$ cat src/rtl/pc_branch_unit_if.sv
// Purpose: bus bundle between the test harness/decoder and the PC/branch unit.
// Ports (as seen by the unit through the slave modport):
//   in : start, halt, stall, jump_en, branch_en, branch_on_zero, zero,
//        target_idx[IDX_W], lut_we, lut_waddr[IDX_W], lut_wdata[PC_W]
//   out: pc[PC_W], running, done, taken_count[CNT_W]
interface pc_branch_unit_if #(
  parameter int unsigned PC_W  = 10,
  parameter int unsigned IDX_W = 4,
  parameter int unsigned CNT_W = 8
);
  logic             start;
  logic             halt;
  logic             stall;
  logic             jump_en;
  logic             branch_en;
  logic             branch_on_zero;
  logic             zero;
  logic [IDX_W-1:0] target_idx;
  logic             lut_we;
  logic [IDX_W-1:0] lut_waddr;
  logic [PC_W-1:0]  lut_wdata;
  logic [PC_W-1:0]  pc;
  logic             running;
  logic             done;
  logic [CNT_W-1:0] taken_count;

  modport master (
    output start, halt, stall, jump_en, branch_en, branch_on_zero, zero,
           target_idx, lut_we, lut_waddr, lut_wdata,
    input  pc, running, done, taken_count
  );

  modport slave (
    input  start, halt, stall, jump_en, branch_en, branch_on_zero, zero,
           target_idx, lut_we, lut_waddr, lut_wdata,
    output pc, running, done, taken_count
  );
endinterface

$ cat src/rtl/pc_branch_unit.sv
// Purpose: program-counter / branch-resolution stage. Produces the next
// instruction ROM address each cycle; jump/branch targets come from an
// internal LUT indexed by target_idx. Includes run/halt control and a
// saturating count of taken redirects.
// Ports:
//   i_clk   : clock, rising edge
//   i_rst   : asynchronous active-high reset
//   io_bus  : pc_branch_unit_if.slave (control in, pc/status out)
module pc_branch_unit #(
  parameter int unsigned PC_W  = 10,
  parameter int unsigned IDX_W = 4,
  parameter int unsigned CNT_W = 8
) (
  input  logic                i_clk,
  input  logic                i_rst,
  pc_branch_unit_if.slave     io_bus
);

  localparam int unsigned LUT_N = 2 ** IDX_W;

  typedef enum logic [1:0] {
    S_IDLE   = 2'd0,
    S_RUN    = 2'd1,
    S_HALTED = 2'd2
  } state_t;

  state_t           r_state;
  state_t           w_state_nxt;
  logic [PC_W-1:0]  r_pc;
  logic [PC_W-1:0]  w_pc_nxt;
  logic [CNT_W-1:0] r_cnt;
  logic [CNT_W-1:0] w_cnt_nxt;
  logic [PC_W-1:0]  r_lut [LUT_N];
  logic [PC_W-1:0]  w_target;
  logic             w_taken;

  // Target read uses pre-edge LUT contents, so a same-cycle write is not seen
  assign w_target = r_lut[io_bus.target_idx];
  // Jump wins over branch; a simultaneous jump+branch is counted once
  assign w_taken  = io_bus.jump_en |
                    (io_bus.branch_en & (io_bus.zero == io_bus.branch_on_zero));

  // State, PC and counter registers
  always_ff @(posedge i_clk or posedge i_rst) begin
    if (i_rst) begin
      r_state <= S_IDLE;
      r_pc    <= '0;
      r_cnt   <= '0;
    end else begin
      r_state <= w_state_nxt;
      r_pc    <= w_pc_nxt;
      r_cnt   <= w_cnt_nxt;
    end
  end

  // Next-state / next-PC / counter logic
  always_comb begin
    w_state_nxt = r_state;
    w_pc_nxt    = r_pc;
    w_cnt_nxt   = r_cnt;
    case (r_state)
      S_IDLE, S_HALTED: begin
        if (io_bus.start) begin
          w_state_nxt = S_RUN;
          w_pc_nxt    = '0;
          w_cnt_nxt   = '0;
        end
      end
      S_RUN: begin
        if (io_bus.halt) begin
          w_state_nxt = S_HALTED;
        end else if (io_bus.stall) begin
          w_pc_nxt = r_pc;
        end else if (w_taken) begin
          w_pc_nxt = w_target;
          if (r_cnt != {CNT_W{1'b1}}) begin
            w_cnt_nxt = r_cnt + CNT_W'(1);
          end
        end else begin
          w_pc_nxt = r_pc + PC_W'(1);
        end
      end
      default: begin
        w_state_nxt = S_IDLE;
        w_pc_nxt    = '0;
        w_cnt_nxt   = '0;
      end
    endcase
  end

  // Target LUT: writable in every state, cleared by reset
  always_ff @(posedge i_clk or posedge i_rst) begin
    if (i_rst) begin
      for (int i = 0; i < LUT_N; i++) begin
        r_lut[i] <= '0;
      end
    end else if (io_bus.lut_we) begin
      r_lut[io_bus.lut_waddr] <= io_bus.lut_wdata;
    end
  end

  assign io_bus.pc          = r_pc;
  assign io_bus.taken_count = r_cnt;
  assign io_bus.running     = (r_state == S_RUN);
  assign io_bus.done        = (r_state == S_HALTED);

endmodule

$ cat src/flat_wrapper.sv
// flat-port wrapper written by rule: the top's interface ports become plain ports
module pc_branch_unit_flat 
#(
  parameter int unsigned PC_W  = 10,
  parameter int unsigned IDX_W = 4,
  parameter int unsigned CNT_W = 8
)
  (i_clk, i_rst, io_bus_start, io_bus_halt, io_bus_stall, io_bus_jump_en, io_bus_branch_en, io_bus_branch_on_zero, io_bus_zero, io_bus_target_idx, io_bus_lut_we, io_bus_lut_waddr, io_bus_lut_wdata, io_bus_pc, io_bus_running, io_bus_done, io_bus_taken_count);
  pc_branch_unit_if #(.PC_W(PC_W), .IDX_W(IDX_W), .CNT_W(CNT_W)) io_bus_i ();
  input  logic i_clk;
  input  logic i_rst;
  input wire logic [$bits(io_bus_i.start)-1:0] io_bus_start;
  input wire logic [$bits(io_bus_i.halt)-1:0] io_bus_halt;
  input wire logic [$bits(io_bus_i.stall)-1:0] io_bus_stall;
  input wire logic [$bits(io_bus_i.jump_en)-1:0] io_bus_jump_en;
  input wire logic [$bits(io_bus_i.branch_en)-1:0] io_bus_branch_en;
  input wire logic [$bits(io_bus_i.branch_on_zero)-1:0] io_bus_branch_on_zero;
  input wire logic [$bits(io_bus_i.zero)-1:0] io_bus_zero;
  input wire logic [$bits(io_bus_i.target_idx)-1:0] io_bus_target_idx;
  input wire logic [$bits(io_bus_i.lut_we)-1:0] io_bus_lut_we;
  input wire logic [$bits(io_bus_i.lut_waddr)-1:0] io_bus_lut_waddr;
  input wire logic [$bits(io_bus_i.lut_wdata)-1:0] io_bus_lut_wdata;
  output wire logic [$bits(io_bus_i.pc)-1:0] io_bus_pc;
  output wire logic [$bits(io_bus_i.running)-1:0] io_bus_running;
  output wire logic [$bits(io_bus_i.done)-1:0] io_bus_done;
  output wire logic [$bits(io_bus_i.taken_count)-1:0] io_bus_taken_count;
  assign io_bus_i.start = io_bus_start;
  assign io_bus_i.halt = io_bus_halt;
  assign io_bus_i.stall = io_bus_stall;
  assign io_bus_i.jump_en = io_bus_jump_en;
  assign io_bus_i.branch_en = io_bus_branch_en;
  assign io_bus_i.branch_on_zero = io_bus_branch_on_zero;
  assign io_bus_i.zero = io_bus_zero;
  assign io_bus_i.target_idx = io_bus_target_idx;
  assign io_bus_i.lut_we = io_bus_lut_we;
  assign io_bus_i.lut_waddr = io_bus_lut_waddr;
  assign io_bus_i.lut_wdata = io_bus_lut_wdata;
  assign io_bus_pc = io_bus_i.pc;
  assign io_bus_running = io_bus_i.running;
  assign io_bus_done = io_bus_i.done;
  assign io_bus_taken_count = io_bus_i.taken_count;
  pc_branch_unit #(.PC_W(PC_W), .IDX_W(IDX_W), .CNT_W(CNT_W)) u_core (.i_clk(i_clk), .i_rst(i_rst), .io_bus(io_bus_i));
endmodule
$ cat config.mk
export PLATFORM = sky130hd
export DESIGN_NAME = pc_branch_unit_flat
export DESIGN_NICKNAME = d
export VERILOG_FILES = /design/src/rtl/pc_branch_unit_if.sv /design/src/rtl/pc_branch_unit.sv /design/src/flat_wrapper.sv
export SDC_FILE = /design/constraint.sdc
export NUM_CORES = 1
export LEC_CHECK = 0
export CAP_MARGIN = 0
export CORE_MARGIN = 2
export CORE_UTILIZATION = 48
export DETAILED_ROUTE_END_ITERATION = 10
export PLACE_DENSITY_LB_ADDON = 0.15
export SYNTH_ARGS = -nofsm -noshare
export SYNTH_HDL_FRONTEND = slang
export SYNTH_SLANG_ARGS = --single-unit
$ cat constraint.sdc
create_clock -name i_clk -period 5.64 [get_ports i_clk]
set_clock_uncertainty 0.1 [all_clocks]
set_input_delay 1.128 -clock i_clk [delete_from_list [all_inputs] [get_ports i_clk]]
set_output_delay 1.128 -clock i_clk [all_outputs]
set_load 0.02 [all_outputs]
==> flow_results.xml, run 1 <==
<?xml version="1.0" encoding="UTF-8"?>
<metrics>
  <group name="run_status">
    <metric name="run_status" unit="">finished clean</metric>
  </group>
  <group name="die">
    <metric name="boundaryPins" unit="">48</metric>
    <metric name="core.rowCount" unit="">48</metric>
    <metric name="initial_utilization" unit="%">48.9</metric>
    <metric name="die_h" unit="µm">137</metric>
    <metric name="fp.dieArea" unit="µm²">18600</metric>
    <metric name="placeableCoreArea" unit="µm²">17200</metric>
    <metric name="dieWidth" unit="µm">137</metric>
  </group>
  <group name="placement">
    <metric name="place.port_buffers" unit="">47</metric>
    <metric name="dpl.hpwl" unit="µm">12600</metric>
    <metric name="dp_cells" unit="">819</metric>
    <metric name="globalplace.congestion" unit="">0.796</metric>
  </group>
  <group name="setup_path">
    <metric name="critPathCaptureType" unit="">flip-flop</metric>
    <metric name="path_delay_family" unit="">multiplexers</metric>
    <metric name="critical_path_maximum_fanout" unit="">31</metric>
    <metric name="setup_crit_path_kind" unit="">in -&gt; reg</metric>
    <metric name="combined_buffer_and_inverter_count_along_the_critical_path" unit="">1</metric>
    <metric name="sort_of_element_at_the_start_of_the_critical_path" unit="">input pin</metric>
    <metric name="critical_path.slowest_cell" unit="">buf_2</metric>
    <metric name="worst_path_arrival_time" unit="ns">3.41</metric>
    <metric name="critPathMaxStageDelay" unit="ns">0.79</metric>
    <metric name="worstPathCellList" unit="">buf_2 -&gt; mux4_1 -&gt; mux2_2 -&gt; o21ai_1 -&gt; o221ai_1</metric>
    <metric name="cp.required" unit="ns">5.83</metric>
  </group>
  <group name="clocking">
    <metric name="ctsRootBufferMaster" unit="">clkbuf_16</metric>
    <metric name="clkSlewWorstSetupHoldPaths" unit="ns">0.06</metric>
    <metric name="clock_insertion_delay_worst_skew" unit="ns">0.43</metric>
    <metric name="tritoncts.num_buffers" unit="">17</metric>
    <metric name="hold_buffers" unit="">0</metric>
    <metric name="post-cts-setup-buffers" unit="">0</metric>
    <metric name="htree_num_levels" unit="">4</metric>
    <metric name="cts.sinks" unit="">180</metric>
    <metric name="tritoncts" unit="">done</metric>
    <metric name="ctsResizeCount" unit="">0</metric>
    <metric name="max-clock-path-buffers" unit="">2</metric>
  </group>
  <group name="power_and_ir_drop">
    <metric name="worst_ir_drop_vdd" unit="µV">235</metric>
    <metric name="power_density" unit="nW/µm²">377</metric>
    <metric name="total_leakage_power" unit="nW">4.07</metric>
  </group>
  <group name="drt">
    <metric name="dr.pass1.iters" unit="">4</metric>
    <metric name="via_cell_ratio" unit="">6.08</metric>
    <metric name="drt_first_iter_violations" unit="">293</metric>
    <metric name="drt.antenna.violating_nets" unit="">0</metric>
    <metric name="remaining_drc_errors" unit="">0</metric>
    <metric name="route.detailed.wl_per_inst" unit="µm">23.3</metric>
    <metric name="dr_total_vias" unit="">5166</metric>
    <metric name="finalWirelength" unit="µm">19700</metric>
  </group>
  <group name="logic_synthesis">
    <metric name="yosys_warnings" unit="">0</metric>
    <metric name="yosys_most_used_dff" unit="">dfrtp_1</metric>
    <metric name="netlist_instances" unit="">573</metric>
    <metric name="async_flop_share" unit="%">100</metric>
    <metric name="syn-num-nets" unit="">603</metric>
    <metric name="netlist-cell-type-count" unit="">48</metric>
    <metric name="synthesis.area_per_instance" unit="µm²">14.7</metric>
    <metric name="synth-seq-cells" unit="">180</metric>
    <metric name="synth-seq-area-share" unit="%">53.4</metric>
    <metric name="synthesis.area" unit="µm²">8430</metric>
    <metric name="synth-edff-count" unit="">0</metric>
  </group>
  <group name="timing">
    <metric name="timing.final.crit_period" unit="ns">3.22</metric>
    <metric name="min_period_over_period" unit="%">57.1</metric>
    <metric name="maxSlewHeadroom" unit="%">29.5</metric>
    <metric name="clock.fmax" unit="GHz">0.310</metric>
    <metric name="worst_tran_pin_value" unit="ns">1.06</metric>
    <metric name="finalSetupViolations" unit="">0</metric>
    <metric name="tns" unit="ns">0</metric>
    <metric name="rsz0062_at_grt" unit="">false</metric>
    <metric name="timing_max_transition_violations_final" unit="">0</metric>
    <metric name="finalHoldViolations" unit="">0</metric>
  </group>
  <group name="layout">
    <metric name="nNetsFinal" unit="">643</metric>
    <metric name="layout.cells.most_common_list" unit="">180 x dfrtp_1, 163 x mux2_2, 45 x clkdlybuf4s50_1, 30 x mux4_2, 18 x nor2_1</metric>
    <metric name="syn_to_final_growth" unit="%">14.9</metric>
    <metric name="layout-drive-gt1-share" unit="%">38.9</metric>
    <metric name="final_common_cell" unit="">dfrtp_1</metric>
    <metric name="diodes" unit="">0</metric>
    <metric name="finish.cell_count_without_fillers" unit="">849</metric>
  </group>
  <group name="global_routing">
    <metric name="globalRouteOverflowTotal" unit="">0</metric>
    <metric name="grt_pass1_wl" unit="µm">31400</metric>
    <metric name="grt_antenna_before_repair" unit="">0</metric>
    <metric name="grt_max_degree" unit="">103</metric>
    <metric name="gr-usage-all-layers" unit="%">23.0</metric>
    <metric name="grt_pass1_vias" unit="">5385</metric>
  </group>
  <group name="min_path">
    <metric name="class_of_the_tightest_hold_or_removal_check" unit="">reg -&gt; reg</metric>
  </group>
  <group name="run">
    <metric name="cap_viol_max_count" unit="">0</metric>
  </group>
</metrics>
==> layer usage <==
metal  track usage (%)  part of all wire [%]  vias up
met5                 0                     0        -
met4              7.23                   1.7        0
met3              4.44                   3.9       27
met2              34.4                    46      122
met1              34.1                    49     2763
li1                  -                     -     2254
==> registers in the layout, summed over array words and instances, names as in the netlist <==
name / count
u_core.r_lut: 160
u_core.io_bus.pc: 10
u_core.io_bus.taken_count: 8
u_core.r_state: 2
==> worst paths after layout <==
kind | startpoint | to | slack (ns) | cells after the start
setup / recovery | io_bus_target_idx[0] | u_core.io_bus.pc[7] | 2.42 | 5
setup reg to reg | u_core.r_lut[147] | u_core.io_bus.pc[7] | 3.70 | 4
min in group asynchronous | i_rst | u_core.r_lut[105] | 1.07 | 2
max in group asynchronous | i_rst | u_core.r_lut[53] | 3.29 | 3
hold reg to reg | u_core.r_lut[70] | u_core.r_lut[70] | 0.40 | 1
hold / removal | u_core.r_lut[70] | u_core.r_lut[70] | 0.40 | 1
==> where the power goes <==
group / switching (mW) / internal [mW] / total [mW]
Combinational: 0.272 / 0.402 / 0.675
Sequential: 0.156 / 1.57 / 1.73
Clock: 0.479 / 0.771 / 1.25
Total: 0.907 / 2.75 / 3.65
==> worst register-to-register path: stages (launching register included) <==
cell	delay (ns)
dfrtp_1	0.37
mux4_1	0.50
mux2_2	0.27
o21ai_1	0.38
o221ai_1	0.17
==> cells in the mapped netlist, types with 4 or more instances <==
| master | instances | area, µm² |
|---|---|---|
| dfrtp_1 | 180 | 4500 |
| mux2_2 | 163 | 1840 |
| mux4_2 | 30 | 676 |
| nor2_1 | 18 | 67.6 |
| nand2_1 | 16 | 60.1 |
| clkbuf_1 | 15 | 56.3 |
| o21ai_0 | 13 | 65.1 |
| buf_2 | 10 | 50.1 |
| mux4_1 | 10 | 263 |
| nand2b_1 | 10 | 62.6 |
| nand3_1 | 9 | 45.0 |
| nor2_2 | 9 | 56.3 |
| a31oi_1 | 6 | 37.5 |
| mux2i_1 | 6 | 60.1 |
| o221ai_1 | 6 | 52.6 |
| a22o_1 | 5 | 43.8 |
| inv_1 | 5 | 18.8 |
| nand4_1 | 5 | 31.3 |
| nor2b_1 | 5 | 31.3 |
| xnor2_1 | 5 | 43.8 |
| a22oi_1 | 4 | 30.0 |
==> kinds of logic after synthesis <==
group / Yosys count / share of synthesized area [%]
multiplexers: 209 / 33.6
flip-flops: 180 / 53.4
AND/OR/NAND/NOR: 88 / 5.43
AO/OA/AOI/OAI: 53 / 4.61
buffers and inverters: 36 / 2.14
XOR/XNOR: 5 / 0.519
adder cells (fa/ha/maj): 2 / 0.297
==> area by class of cell <==
cell class	instances	area, µm²
Timing Repair Buffer	52	510
Inverter	5	22.5
Tap cell	225	282
Clock inverter	9	153
Multi-Input combinational cell	357	3750
Fill cell	1343	7540
Sequential cell	180	4500
Clock buffer	21	470
==> metrics by stage <==
stage | total power [mW] | worst slack [ns] | utilization, % | hold WS (ns) | area, µm²
after floorplan | 2.21 | 2.10 | - | 0.370 | 8440
after global placement | 2.39 | 1.94 | 52.6 | 0.380 | 9070
after detailed placement | 2.43 | 1.96 | 52.6 | 0.388 | 9070
after CTS | 3.68 | 2.41 | 56.2 | 0.402 | 9690
after global routing | 3.82 | 2.26 | 56.2 | 0.412 | 9690
final | 3.65 | 2.42 | 56.2 | 0.397 | 9690
(Power assumes the default switching activity.)
==> run 2, diff against run 1 <==
- clock period: 5.64 -> 2.75 ns (I/O delays scaled with it)
==> flow_results.xml, run 2 (synthesis gave the netlist of run 1 again) <==
<?xml version="1.0" encoding="UTF-8"?>
<metrics>
  <group name="placement">
    <metric name="dpl.hpwl" unit="µm">12300</metric>
    <metric name="place.port_buffers" unit="">47</metric>
    <metric name="dp_cells" unit="">846</metric>
    <metric name="dpl_cell_area" unit="µm²">9330</metric>
    <metric name="globalplace.congestion" unit="">0.799</metric>
  </group>
  <group name="setup_path">
    <metric name="worst-r2r-setup-slack" unit="ns">0.89</metric>
    <metric name="critPathCaptureType" unit="">primary output</metric>
    <metric name="sort_of_element_at_the_start_of_the_critical_path" unit="">flip-flop</metric>
    <metric name="worst_r2r_path_depth" unit="">4</metric>
    <metric name="cp_capture_point" unit="">io_bus_running</metric>
    <metric name="timing.rr.end" unit="">u_core.io_bus.pc[8]</metric>
    <metric name="critical_path_maximum_fanout" unit="">5</metric>
    <metric name="setup_crit_path_kind" unit="">reg -&gt; out</metric>
    <metric name="r2r_start" unit="">u_core.r_lut[58]</metric>
    <metric name="worst_path_arrival_time" unit="ns">1.82</metric>
    <metric name="cp.required" unit="ns">2.10</metric>
    <metric name="cp-startpoint" unit="">u_core.r_state[1]</metric>
  </group>
  <group name="run">
    <metric name="cap_viol_max_count" unit="">0</metric>
  </group>
  <group name="clocking">
    <metric name="hold_buffers" unit="">0</metric>
    <metric name="ctsResizeCount" unit="">0</metric>
    <metric name="clock_insertion_delay_worst_skew" unit="ns">0.43</metric>
    <metric name="tritoncts.num_buffers" unit="">17</metric>
    <metric name="htree_num_levels" unit="">4</metric>
    <metric name="tritoncts" unit="">done</metric>
    <metric name="cts.sinks" unit="">180</metric>
    <metric name="post-cts-setup-buffers" unit="">0</metric>
    <metric name="ctsRootBufferMaster" unit="">clkbuf_16</metric>
    <metric name="max-clock-path-buffers" unit="">2</metric>
    <metric name="clkSlewWorstSetupHoldPaths" unit="ns">0.07</metric>
  </group>
  <group name="layout">
    <metric name="stdcell_area" unit="µm²">9940</metric>
    <metric name="layout-drive-gt1-share" unit="%">41.7</metric>
    <metric name="fillCellCount" unit="">1346</metric>
    <metric name="final_common_cell" unit="">dfrtp_1</metric>
    <metric name="ff_latch_area" unit="µm²">4500</metric>
    <metric name="multi_input_area" unit="µm²">3750</metric>
    <metric name="diodes" unit="">0</metric>
    <metric name="final_core_utilization" unit="%">57.7</metric>
    <metric name="syn_to_final_growth" unit="%">17.9</metric>
    <metric name="nNetsFinal" unit="">670</metric>
    <metric name="max_flop_register" unit="">u_core.r_lut</metric>
    <metric name="finish.cell_count_without_fillers" unit="">878</metric>
    <metric name="max_reg_flops" unit="">160</metric>
    <metric name="layout.cells.most_common_list" unit="">180 x dfrtp_1, 163 x mux2_2, 45 x clkdlybuf4s50_1, 30 x mux4_2, 26 x buf_4</metric>
  </group>
  <group name="global_routing">
    <metric name="gr-usage-all-layers" unit="%">21.4</metric>
    <metric name="grt_max_degree" unit="">113</metric>
    <metric name="globalRouteOverflowTotal" unit="">0</metric>
    <metric name="grt_antenna_before_repair" unit="">0</metric>
    <metric name="grt_pass1_vias" unit="">5246</metric>
    <metric name="grt_pass1_wl" unit="µm">29400</metric>
  </group>
  <group name="timing">
    <metric name="finalSetupViolations" unit="">0</metric>
    <metric name="rsz0062_at_grt" unit="">false</metric>
    <metric name="fin_hold_ws" unit="ns">0.286</metric>
    <metric name="finalHoldViolations" unit="">0</metric>
    <metric name="worst_tran_pin_value" unit="ns">0.633</metric>
    <metric name="min_period_over_period" unit="%">89.9</metric>
    <metric name="timing_max_transition_violations_final" unit="">0</metric>
    <metric name="maxSlewHeadroom" unit="%">57.6</metric>
    <metric name="timing.final.crit_period" unit="ns">2.47</metric>
    <metric name="clock.fmax" unit="GHz">0.405</metric>
  </group>
  <group name="drt">
    <metric name="dr_total_vias" unit="">5116</metric>
    <metric name="drt.antenna.violating_nets" unit="">0</metric>
    <metric name="remaining_drc_errors" unit="">0</metric>
    <metric name="finalWirelength" unit="µm">18600</metric>
    <metric name="route.detailed.wl_per_inst" unit="µm">21.2</metric>
    <metric name="dr.pass1.iters" unit="">4</metric>
    <metric name="drt_first_iter_violations" unit="">362</metric>
    <metric name="via_cell_ratio" unit="">5.83</metric>
  </group>
  <group name="power_and_ir_drop">
    <metric name="worst_ir_drop_vdd" unit="µV">491</metric>
    <metric name="totalPowerFinal" unit="mW">7.40</metric>
    <metric name="power_density" unit="nW/µm²">744</metric>
    <metric name="total_leakage_power" unit="nW">4.22</metric>
  </group>
  <group name="die">
    <metric name="fp.dieArea" unit="µm²">18600</metric>
    <metric name="die_h" unit="µm">137</metric>
    <metric name="boundaryPins" unit="">48</metric>
    <metric name="placeableCoreArea" unit="µm²">17200</metric>
    <metric name="core.rowCount" unit="">48</metric>
    <metric name="initial_utilization" unit="%">48.9</metric>
    <metric name="dieWidth" unit="µm">137</metric>
  </group>
  <group name="min_path">
    <metric name="class_of_the_tightest_hold_or_removal_check" unit="">in -&gt; async</metric>
  </group>
  <group name="run_status">
    <metric name="run_status" unit="">finished clean</metric>
  </group>
</metrics>
==> run 2: changes by cell type in the layout (fill, tap and decap cells not counted) <==
cell and delta:
buf_12 +5, clkinv_4 -1, buf_4 +22, clkbuf_8 +3, clkinv_2 +1, clkinvlp_4 +1, bufinv_16 -2
==> run 2: power by group <==
part           internal (mW)  switching (mW)
logic                  0.848           0.556
registers               3.22           0.308
clock network           1.48           0.984
total                   5.55            1.85
==> run 2: critical path, stage by stage, from the launching register on <==
cell             delay [ns]
dfrtp_1                0.38
nand2b_1               0.22
inv_1                  0.18
clkdlybuf4s50_1        0.63
==> run 2: final cells by class <==
| type | count | area share (%) |
|---|---|---|
| inverters | 5 | 0.227 |
| well taps | 225 | 2.83 |
| flip-flops and latches | 180 | 45.3 |
| multi-input cells | 357 | 37.7 |
| clock inverters | 8 | 0.969 |
| repair buffers | 79 | 7.80 |
| clock buffers | 24 | 5.15 |
==> run 2: metal layers <==
metal  up-vias  global-route usage, %  routed length, µm
li1       2298                      -                  -
met1      2701                   30.9               9010
met2       102                   33.5               8780
met3        15                   3.52                621
met4         0                   6.31                208
met5         -                      0                  0
==> run 2: worst min-delay path by stage <==
stage	startpoint	end	slack, ns	cells past startpoint
detailed placement	u_core.r_lut[148]	u_core.r_lut[148]	0.39	1
floorplan	u_core.r_lut[140]	u_core.r_lut[140]	0.37	1
CTS	i_rst	u_core.io_bus.pc[4]	0.28	2
finish	i_rst	u_core.io_bus.pc[9]	0.29	2
global route	i_rst	u_core.io_bus.pc[9]	0.30	2
global placement	u_core.r_lut[130]	u_core.r_lut[130]	0.38	1
==> run 2: metrics by stage <==
step	TNS, ns	setup WS, ns
after floorplan	-37.55	-0.209
after global placement	0	0.249
after detailed placement	0	0.190
after CTS	0	0.264
after global routing	0	0.172
final	0	0.278
==> run 3, diff against run 2 <==
- PLACE_DENSITY: unset -> 0.72
- PLACE_DENSITY_LB_ADDON: 0.15 -> unset
==> flow_results.xml, run 3 (synthesis gave the netlist of run 1 again) <==
<?xml version="1.0" encoding="UTF-8"?>
<metrics>
  <group name="clocking">
    <metric name="ctsRootBufferMaster" unit="">clkbuf_16</metric>
    <metric name="cts.sinks" unit="">180</metric>
    <metric name="hold_buffers" unit="">0</metric>
    <metric name="htree_num_levels" unit="">4</metric>
    <metric name="post-cts-setup-buffers" unit="">0</metric>
    <metric name="ctsResizeCount" unit="">0</metric>
    <metric name="max-clock-path-buffers" unit="">2</metric>
    <metric name="tritoncts.num_buffers" unit="">17</metric>
    <metric name="clock_insertion_delay_worst_skew" unit="ns">0.43</metric>
    <metric name="clkSlewWorstSetupHoldPaths" unit="ns">0.06</metric>
    <metric name="tritoncts" unit="">done</metric>
  </group>
  <group name="layout">
    <metric name="layout-drive-gt1-share" unit="%">41.1</metric>
    <metric name="diodes" unit="">0</metric>
    <metric name="final_core_utilization" unit="%">57.1</metric>
    <metric name="syn_to_final_growth" unit="%">16.7</metric>
    <metric name="max_flop_register" unit="">u_core.r_lut</metric>
    <metric name="layout.cells.most_common_list" unit="">180 x dfrtp_1, 163 x mux2_2, 45 x clkdlybuf4s50_1, 30 x mux4_2, 24 x buf_4</metric>
    <metric name="max_reg_flops" unit="">160</metric>
    <metric name="nNetsFinal" unit="">667</metric>
    <metric name="final_common_cell" unit="">dfrtp_1</metric>
  </group>
  <group name="run_status">
    <metric name="run_status" unit="">finished clean</metric>
  </group>
  <group name="global_routing">
    <metric name="grt_antenna_before_repair" unit="">0</metric>
    <metric name="grt_pass1_vias" unit="">5700</metric>
    <metric name="grt_pass1_wl" unit="µm">31700</metric>
    <metric name="grt_max_degree" unit="">79</metric>
    <metric name="gr-usage-all-layers" unit="%">23.1</metric>
    <metric name="globalRouteOverflowTotal" unit="">0</metric>
  </group>
  <group name="drt">
    <metric name="drt_first_iter_violations" unit="">337</metric>
    <metric name="route.detailed.wl_per_inst" unit="µm">22.5</metric>
    <metric name="dr_total_vias" unit="">5241</metric>
    <metric name="via_cell_ratio" unit="">6.00</metric>
    <metric name="dr.pass1.iters" unit="">5</metric>
    <metric name="remaining_drc_errors" unit="">0</metric>
    <metric name="finalWirelength" unit="µm">19700</metric>
    <metric name="drt.antenna.violating_nets" unit="">0</metric>
  </group>
  <group name="setup_path">
    <metric name="worst_path_arrival_time" unit="ns">1.81</metric>
    <metric name="critical_path_maximum_fanout" unit="">5</metric>
    <metric name="worst_r2r_path_depth" unit="">4</metric>
    <metric name="setup_crit_path_kind" unit="">reg -&gt; out</metric>
    <metric name="r2r_start" unit="">u_core.r_lut[60]</metric>
    <metric name="worst-r2r-setup-slack" unit="ns">0.82</metric>
    <metric name="sort_of_element_at_the_start_of_the_critical_path" unit="">flip-flop</metric>
    <metric name="timing.rr.end" unit="">u_core.io_bus.pc[0]</metric>
    <metric name="cp.required" unit="ns">2.10</metric>
    <metric name="critPathCaptureType" unit="">primary output</metric>
  </group>
  <group name="timing">
    <metric name="rsz0062_at_grt" unit="">false</metric>
    <metric name="worst_tran_pin_value" unit="ns">0.601</metric>
    <metric name="finalHoldViolations" unit="">0</metric>
    <metric name="min_period_over_period" unit="%">89.6</metric>
    <metric name="timing_max_transition_violations_final" unit="">0</metric>
    <metric name="clock.fmax" unit="GHz">0.406</metric>
    <metric name="timing.final.crit_period" unit="ns">2.46</metric>
    <metric name="setup_slack" unit="ns">0.285</metric>
    <metric name="finalSetupViolations" unit="">0</metric>
    <metric name="maxSlewHeadroom" unit="%">59.9</metric>
  </group>
  <group name="die">
    <metric name="boundaryPins" unit="">48</metric>
    <metric name="die_h" unit="µm">137</metric>
    <metric name="core.rowCount" unit="">48</metric>
    <metric name="fp.dieArea" unit="µm²">18600</metric>
    <metric name="initial_utilization" unit="%">48.9</metric>
    <metric name="dieWidth" unit="µm">137</metric>
    <metric name="placeableCoreArea" unit="µm²">17200</metric>
  </group>
  <group name="placement">
    <metric name="dp_worst_setup_slack" unit="ns">0.106</metric>
    <metric name="dpl.hpwl" unit="µm">13000</metric>
    <metric name="globalplace.congestion" unit="">0.834</metric>
    <metric name="place.port_buffers" unit="">47</metric>
  </group>
  <group name="power_and_ir_drop">
    <metric name="power_density" unit="nW/µm²">735</metric>
    <metric name="total_leakage_power" unit="nW">4.17</metric>
    <metric name="totalPowerFinal" unit="mW">7.24</metric>
    <metric name="worst_ir_drop_vdd" unit="µV">490</metric>
  </group>
  <group name="run">
    <metric name="cap_viol_max_count" unit="">0</metric>
  </group>
  <group name="min_path">
    <metric name="class_of_the_tightest_hold_or_removal_check" unit="">in -&gt; async</metric>
  </group>
</metrics>
run 3: how the worst max path moves through the flow:
stage	slack, ns	cells past startpoint	end	start
2_1_floorplan	-0.21	1	u_core.io_bus.pc[0]	i_rst
3_3_place_gp	0.17	6	u_core.io_bus.pc[4]	io_bus_target_idx[0]
3_5_place_dp	0.11	5	u_core.io_bus.pc[0]	io_bus_target_idx[2]
4_1_cts	0.28	3	io_bus_running	u_core.r_state[1]
5_1_grt	0.21	3	io_bus_running	u_core.r_state[1]
6_report	0.29	3	io_bus_running	u_core.r_state[1]
run 3: final cells by class:
type | instances | area (µm²)
fill | 1335 | 7390
sequential | 180 | 4500
multi-input combinational | 357 | 3750
timing repair buffer | 76 | 741
clock buffer | 21 | 460
tap | 225 | 282
clock inverter | 10 | 83.8
inverter | 5 | 22.5
run 3: where the power goes:
group | internal (mW) | total, mW | switching (mW)
Sequential | 3.23 | 3.55 | 0.327
Clock | 1.28 | 2.27 | 0.987
Combinational | 0.848 | 1.42 | 0.572
Total | 5.35 | 7.24 | 1.89
run 3: per-layer routing:
metal	routed length, µm	global-route usage [%]	up-vias	share of wire (%)
met4	447	8.85	0	2.3
met1	8880	31.6	2772	45
li1	-	-	2285	-
met2	9460	36.3	153	48
met3	898	4.89	31	4.6
met5	0	0	-	0
run 3: stage by stage:
step                      area, µm²  setup TNS (ns)  hold slack, ns  instances
final                          9840               0           0.369        874
after global routing           9840               0           0.401        874
after CTS                      9840               0           0.379        874
after detailed placement       9300               0           0.389        843
after global placement         9300               0           0.380        843
after floorplan                8440          -37.55           0.370        573
run 3: critical path: stages (launching register included):
cell             delay (ns)
dfrtp_1                0.39
nand2b_1               0.21
inv_1                  0.17
clkdlybuf4s50_1        0.63
